## src/rtl/led_frame_controller_pkg.sv

```systemverilog
// ============================================================================
// Package : led_pkg
// Desc    : Shared geometry, frame types and helpers for the LED frame controller.
// Rev     : 1.0  initial release
// ============================================================================
`default_nettype none

package led_pkg;

    localparam int ROWS  = 8;
    localparam int COLS  = 8;
    localparam int ROW_W = $clog2(ROWS);

    typedef logic [COLS-1:0] row_t;
    typedef row_t [ROWS-1:0] frame_t;

    typedef struct packed {
        frame_t red;
        frame_t green;
    } bicolour_frame_t;

    // Prescaler width; a divider of 1 still needs a one-bit counter.
    function automatic int div_width(input int scan_div);
        int w;
        w = $clog2(scan_div);
        return (w < 1) ? 1 : w;
    endfunction

endpackage

`default_nettype wire

```

## src/rtl/led_frame_controller_scan_prescaler.sv

```systemverilog
// ============================================================================
// Module : scan_prescaler
// Desc   : Row-scan pacing: clk prescaler, row-advance strobe, row counter
//          and frame-boundary pulse.
// Rev    : 1.0  initial release
// ============================================================================
`default_nettype none

module scan_prescaler
    import led_pkg::*;
#(
    parameter int SCAN_DIV = 1024
) (
    input  logic             clk,
    input  logic             reset,
    output logic             scan_tick,
    output logic [ROW_W-1:0] row_idx,
    output logic             frame_start
);

    localparam int               DIV_W    = div_width(SCAN_DIV);
    localparam logic [DIV_W-1:0] DIV_LAST = DIV_W'(SCAN_DIV - 1);
    localparam logic [ROW_W-1:0] ROW_LAST = ROW_W'(ROWS - 1);

    logic [DIV_W-1:0] div_cnt;

    // Gated by reset so a divide-by-one build stays quiet while held in reset.
    assign scan_tick   = (div_cnt == DIV_LAST) && !reset;
    assign frame_start = scan_tick && (row_idx == ROW_LAST);

    always_ff @(posedge clk) begin
        if (reset) begin
            div_cnt <= '0;
            row_idx <= '0;
        end else if (scan_tick) begin
            div_cnt <= '0;
            row_idx <= row_idx + ROW_W'(1);
        end else begin
            div_cnt <= div_cnt + DIV_W'(1);
        end
    end

endmodule

`default_nettype wire

```

## src/rtl/led_frame_controller.sv

```systemverilog
// ============================================================================
// Module : led_frame_controller
// Desc   : Double-buffered 8x8 bicolour frame scheduler; swaps the back and
//          front buffers only on a frame boundary so the scan never tears.
//          Optional macro LED_FC_COPY_EN: refresh the new back buffer with the
//          just-published frame at every swap.
// Rev    : 1.0  initial release
// ============================================================================
`default_nettype none

module led_frame_controller
    import led_pkg::*;
#(
    parameter int SCAN_DIV = 1024
) (
    input  logic             clk,
    input  logic             reset,
    input  logic             wr_valid,
    output logic             wr_ready,
    input  logic [ROW_W-1:0] wr_row,
    input  row_t             wr_red,
    input  row_t             wr_green,
    input  logic             commit,
    output logic             pending,
    output frame_t           red_array,
    output frame_t           green_array,
    output logic             scan_tick,
    output logic [ROW_W-1:0] row_idx,
    output logic             frame_start,
    output logic [7:0]       frame_count
);

    bicolour_frame_t bank [2];
    logic            front_sel;
    logic            back_sel;
    logic            wr_fire;
    logic            swap;

    scan_prescaler #(
        .SCAN_DIV    (SCAN_DIV)
    ) u_scan_prescaler (
        .clk         (clk),
        .reset       (reset),
        .scan_tick   (scan_tick),
        .row_idx     (row_idx),
        .frame_start (frame_start)
    );

    assign back_sel = ~front_sel;
    assign wr_ready = !pending && !reset;
    assign wr_fire  = wr_valid && wr_ready;
    assign swap     = frame_start && pending;

    // Front buffer is a pure mux of registers; write traffic never reaches it combinationally.
    assign red_array   = bank[front_sel].red;
    assign green_array = bank[front_sel].green;

    always_ff @(posedge clk) begin
        if (reset) begin
            bank[0]     <= '0;
            bank[1]     <= '0;
            front_sel   <= 1'b0;
            pending     <= 1'b0;
            frame_count <= 8'd0;
        end else begin
            // Writes are only accepted while nothing is pending, so they never collide with a swap.
            if (wr_fire) begin
                bank[back_sel].red[wr_row]   <= wr_red;
                bank[back_sel].green[wr_row] <= wr_green;
            end

            if (swap) begin
                front_sel   <= back_sel;
                pending     <= 1'b0;
                frame_count <= frame_count + 8'd1;
`ifdef LED_FC_COPY_EN
                bank[front_sel] <= bank[back_sel];
`endif
            end else if (commit && !pending) begin
                pending <= 1'b1;
            end
        end
    end

endmodule

`default_nettype wire
```

## config.mk

```make
export PLATFORM = sky130hd
export DESIGN_NAME = led_frame_controller
export DESIGN_NICKNAME = d
export VERILOG_FILES = /design/src/rtl/led_frame_controller_pkg.sv /design/src/rtl/led_frame_controller_scan_prescaler.sv /design/src/rtl/led_frame_controller.sv
export SDC_FILE = /design/constraint.sdc
export NUM_CORES = 1
export LEC_CHECK = 0
export ABC_AREA = 0
export ABC_CLOCK_PERIOD_IN_PS = 2400
export CAP_MARGIN = 40
export CORE_ASPECT_RATIO = 2
export CORE_MARGIN = 2
export CORE_UTILIZATION = 48
export CTS_CLUSTER_DIAMETER = 200
export DETAILED_ROUTE_END_ITERATION = 8
export PLACE_DENSITY = 0.76
export SLEW_MARGIN = 20
export SYNTH_ARGS = -nofsm -noshare
export SYNTH_HDL_FRONTEND = slang
export SYNTH_SLANG_ARGS = --single-unit
```

## constraint.sdc

```tcl
create_clock -name clk -period 2.4 [get_ports clk]
set_input_delay 0.48 -clock clk [delete_from_list [all_inputs] [get_ports clk]]
set_output_delay 0.48 -clock clk [all_outputs]
set_load 0.01 [all_outputs]
```

Word-level counts from Yosys, hierarchy flattened:

Memories as Yosys holds them, arrays and structs flattened. A register that Yosys moved wholly into a read port is not among the register bits.
Index checks and enable logic that the tools add are counted.

* memories: 1
* output and inout port bits: 143
* input port bits: 23
* word-level logic and storage cells: 38
* flip-flop bits (word level): 23
* RAM bits: 256

* add/sub/neg operators: 3
* magnitude comparators: 2
* equality and inequality tests: 2
* multiplexer cells: 12
* reductions and logical operators: 12
* bitwise operators: 1

Memory list
* bank: depth 2, width 128, read ports 1, clocked after memory_dff 1, write ports 2, RTL line led_frame_controller.sv:33 `bicolour_frame_t bank [2];`

Operators by type and width (number)
* $mux 128: 1
* $mux 64: 2
* $reduce_or 128->1: 1
* $demux 8 s3: 1
* $add 10x1->10 const B: 1
* $eq 10x10->1 const B: 1
* $add 8x1->8 const B: 1
* $mux 8: 1
* $logic_and 1x1->1: 7
* $mux 1: 7
* $lt 3x4->1 const B: 1
* $reduce_or 2->1: 2
* $add 3x1->3 const B: 1
* $eq 3x3->1 const B: 1
* $ge 3x1->1 const B: 1
* $logic_not 1->1: 2
* $not 1->1: 1

Longest topological paths before layout:

* depth in word-level cells: 8
* depth in mapped cells: 7

Modules after synthesis:

A second synthesis with hierarchy kept.

* cell total of the unflattened synthesis: 905
* area, all modules: 11853.9 um^2

Modules (own cells, without submodules)
* led_frame_controller: cells each 837, instances 1, area each 11247.0 um^2
* scan_prescaler: cells each 68, instances 1, area each 606.8 um^2

Least setup slack after synthesis:

Ideal clock, no wire load.

* kind: input to register
* start: input port reset
* end: memory bank[0][0] (netlist name) (enable)
* slack: 0.391 ns
* arrival: 1.642 ns
* stages on the path: 5
* data required time: 2.033 ns
* buffers on the path: 1
* cells stage by stage: clkbuf_8 -> nor2_1 -> nand2_1 -> nor3_1 -> a21o_1

RTL lines
* start: declaration: RTL line led_frame_controller.sv:17 `input logic reset,`
* end: declaration: RTL line led_frame_controller.sv:33

==> results.py <==
metrics = {
    "synth": {
        "synth_nets": 930,
        "netlist-cell-type-count": 38,
        "synth_area_sq_um": 11800,
        "ys_seq_area_frac": 0.691,
        "yosysTopAreaCell": "edfxtp_1",
        "synth_warnings": 0,
        "ys_seq_elements": 280,
        "synth.area.top_cells": "edfxtp_1 65%, mux2_2 12%, nor2_1 8.7%, dfxtp_1 4.1%, nand2_1 2.4%",
        "synth_cells": 903,
        "syn_area_per_cell_sq_um": 13.1,
        "synth_top_area_share": 0.650,
    },
    "clocking": {
        "cts.sinks": 280,
        "cts_root_buf": "clkbuf_16",
        "htreeDepth": 1,
        "cts_buffer_depth": 3,
        "insertion_delay_ns": 0.54,
        "cts_tree": "yes",
        "numCtsBuffers": 24,
        "clk_pin_slew_ns": 0.07,
    },
    "timing": {
        "layout_setup_ws_ns": 0.000527,
        "slew_headroom": 0.700,
        "fin_tns_setup_ns": 0,
        "skew_ns": 0.0153,
        "fmax_mhz": 417,
        "setup_viol": 0,
        "rsz0062_at_grt": "true",
        "post-route-period-util": 1.00,
        "final_hold_viol_count": 0,
        "layout_min_cycle_time_ns": 2.40,
        "slew_violations": 0,
        "worstMarginPinSlew_ns": 0.449,
    },
    "die": {
        "start_util": 0.486,
        "placementRows": 81,
        "dieHeight_um": 226,
        "core_area_sq_um": 24300,
        "io_pins": 166,
        "die_w_um": 115,
        "die-area_sq_um": 26000,
    },
    "worst_setup_path": {
        "end_kind": "output pin",
        "cp.required_ns": 1.92,
        "start_kind": "register",
        "cp_cell_sequence": "buf_12 > buf_16 > buf_8 > mux2_4 > clkdlybuf4s15_1",
        "cp_max_fo": 11,
        "max_stage_delay_ns": 0.38,
        "worstSetupPathType": "reg -> out",
        "arrival_ns": 1.92,
        "critical_path.slowest_cell": "dfxtp_4",
    },
    "power_and_ir_drop": {
        "power.density_nw_per_um2": 673,
        "p_leak_nw": 5.74,
        "peakVddDrop_uv": 544,
    },
    "detailed_routing": {
        "viasPerCell": 5.61,
        "drtIter0Drc": 624,
        "detail-route-antenna-nets": 0,
        "wirelength_um": 32700,
        "avgRoutedWirePerCell_um": 23.2,
        "firstDrtPassIters": 5,
        "vias": 7927,
        "drc": 0,
    },
    "outcome": {
        "status": "completed",
    },
    "grt": {
        "grt_use_met2": 0.485,
        "grt_pass1_vias": 8055,
        "overflow": 0,
        "use_met1": 0.271,
        "antenna_found_initial": 0,
        "grt_max_degree": 65,
        "grt_util_met3": 0.0319,
        "grt_busiest_layer": "met2",
        "grt_usage": 0.254,
        "grt_pass1_wl_um": 48300,
    },
    "layout": {
        "multi_input_comb_area_sq_um": 3480,
        "seqCellArea_sq_um": 8170,
        "syn_to_final_growth_pct": 28.1,
        "final_common_cell": "nor2_1",
        "num_antenna_cells": 0,
        "nFillCells": 1853,
        "final_cell_mix": "274 x nor2_1, 256 x edfxtp_1, 111 x mux2_2",
        "fin_nets": 1133,
        "drive_above_1_share": 0.270,
    },
    "placement": {
        "place_ws_ns": -0.0107,
        "gp_congestion": 0.828,
        "dpl.hpwl_um": 21900,
        "port_buffers": 165,
    },
    "worst_hold_path": {
        "hold_path_class": "reg -> reg",
    },
    "job": {
        "drv_cap": 0,
    },
}
path summary, 6_finish.rpt:
check	end	slack (ns)	from	depth (start not counted)
worst max-delay path	green_array[10]	0.0005	register	5
worst min-delay path	u_scan_prescaler.div_cnt[0]	0.43	u_scan_prescaler.div_cnt[0]	1
worst max register to register	frame_count[7]	0.36	u_scan_prescaler.div_cnt[1]	6
worst min register to register	u_scan_prescaler.div_cnt[0]	0.43	u_scan_prescaler.div_cnt[0]	1
cells in the mapped netlist, drive strengths merged:
cell,number
nor2,274
nand3,7
nor3,8
nor2b,2
or4,2
a311oi,1
a21o,16
dfxtp,24
edfxtp,256
and4,3
and3,2
ha,4
o41ai,1
or2,2
xnor2,6
a31oi,1
or3,3
mux2,128
o21ai,2
nor4,2
xor2,6
nand4,7
and2,1
a21oi,6
buf,13
mux2i,1
nand3b,2
nor3b,2
clkbuf,43
o31ai,1
nand2,77
registers in the layout (all words and copies together), names as in the netlist, named ones only:
| name | cells |
|---|---|
| front_sel | 1 |
| pending | 1 |
| u_scan_prescaler.row_idx | 3 |
| frame_count | 8 |
| u_scan_prescaler.div_cnt | 10 |
| bank | 256 |
metal layers:
layer	vias up	part of all wire
met5	-	0
met3	85	0.060
met2	349	0.56
met1	3908	0.33
li1	3585	-
met4	0	0.054
final cells by class:
cell class                      count  share of cell area
Clock inverter                     14              0.0106
Sequential cell                   280               0.539
Multi-Input combinational cell    567               0.230
Timing Repair Buffer              233               0.152
Clock buffer                       29              0.0436
Tap cell                          290              0.0240
critical path, delay by kind of cell (launching register included):
| kind | cells | cell delay (ns) |
|---|---|---|
| buffers and inverters | 4 | 0.66 |
| DFF | 1 | 0.38 |
| muxes | 1 | 0.33 |
cells by family (layout without fill, tap and decap cells):
group           Yosys count  in the layout  share of synthesized area
simple gates            394            394                      0.136
fa+ha+maj                 4              4                    0.00423
compound gates           28             28                     0.0162
mux                     129            129                      0.123
xor+xnor                 12             12                    0.00889
buf+inv                  56            276                     0.0208
flops                   280            280                      0.691
power breakdown:
part	switching (mW)	internal, mW	leakage [nW]
sequential	0.0489	5.47	2.84
combinational	0.392	0.259	2.49
clock	1.72	2.30	0.405
total	2.16	8.03	5.74
repair_timing:
item                                   4_1_cts  5_1_grt
setup buffers                                8        7
resized for setup                          227       92
setup endpoints to repair                  130       75
hold buffers                                 0        0
cloned                                       7        1
endpoints found under the hold margin        0        0
pin swaps                                    1        2
metrics by stage:
| step | hold WS, ns | cells | cell area, sq um | power [mW] | utilization |
|---|---|---|---|---|---|
| floorplan | 0.442 | 903 | 11800 | 5.90 | - |
| finish | 0.432 | 1413 | 15100 | 10.2 | 0.623 |
| global route | 0.458 | 1413 | 15100 | 10.5 | 0.623 |
| detailed placement | 0.470 | 1349 | 14200 | 6.33 | 0.585 |
| CTS | 0.477 | 1407 | 15200 | 10.2 | 0.625 |
| global placement | 0.460 | 1349 | 14200 | 6.32 | 0.585 |
No activity file was read; power rests on OpenSTA's default activity.
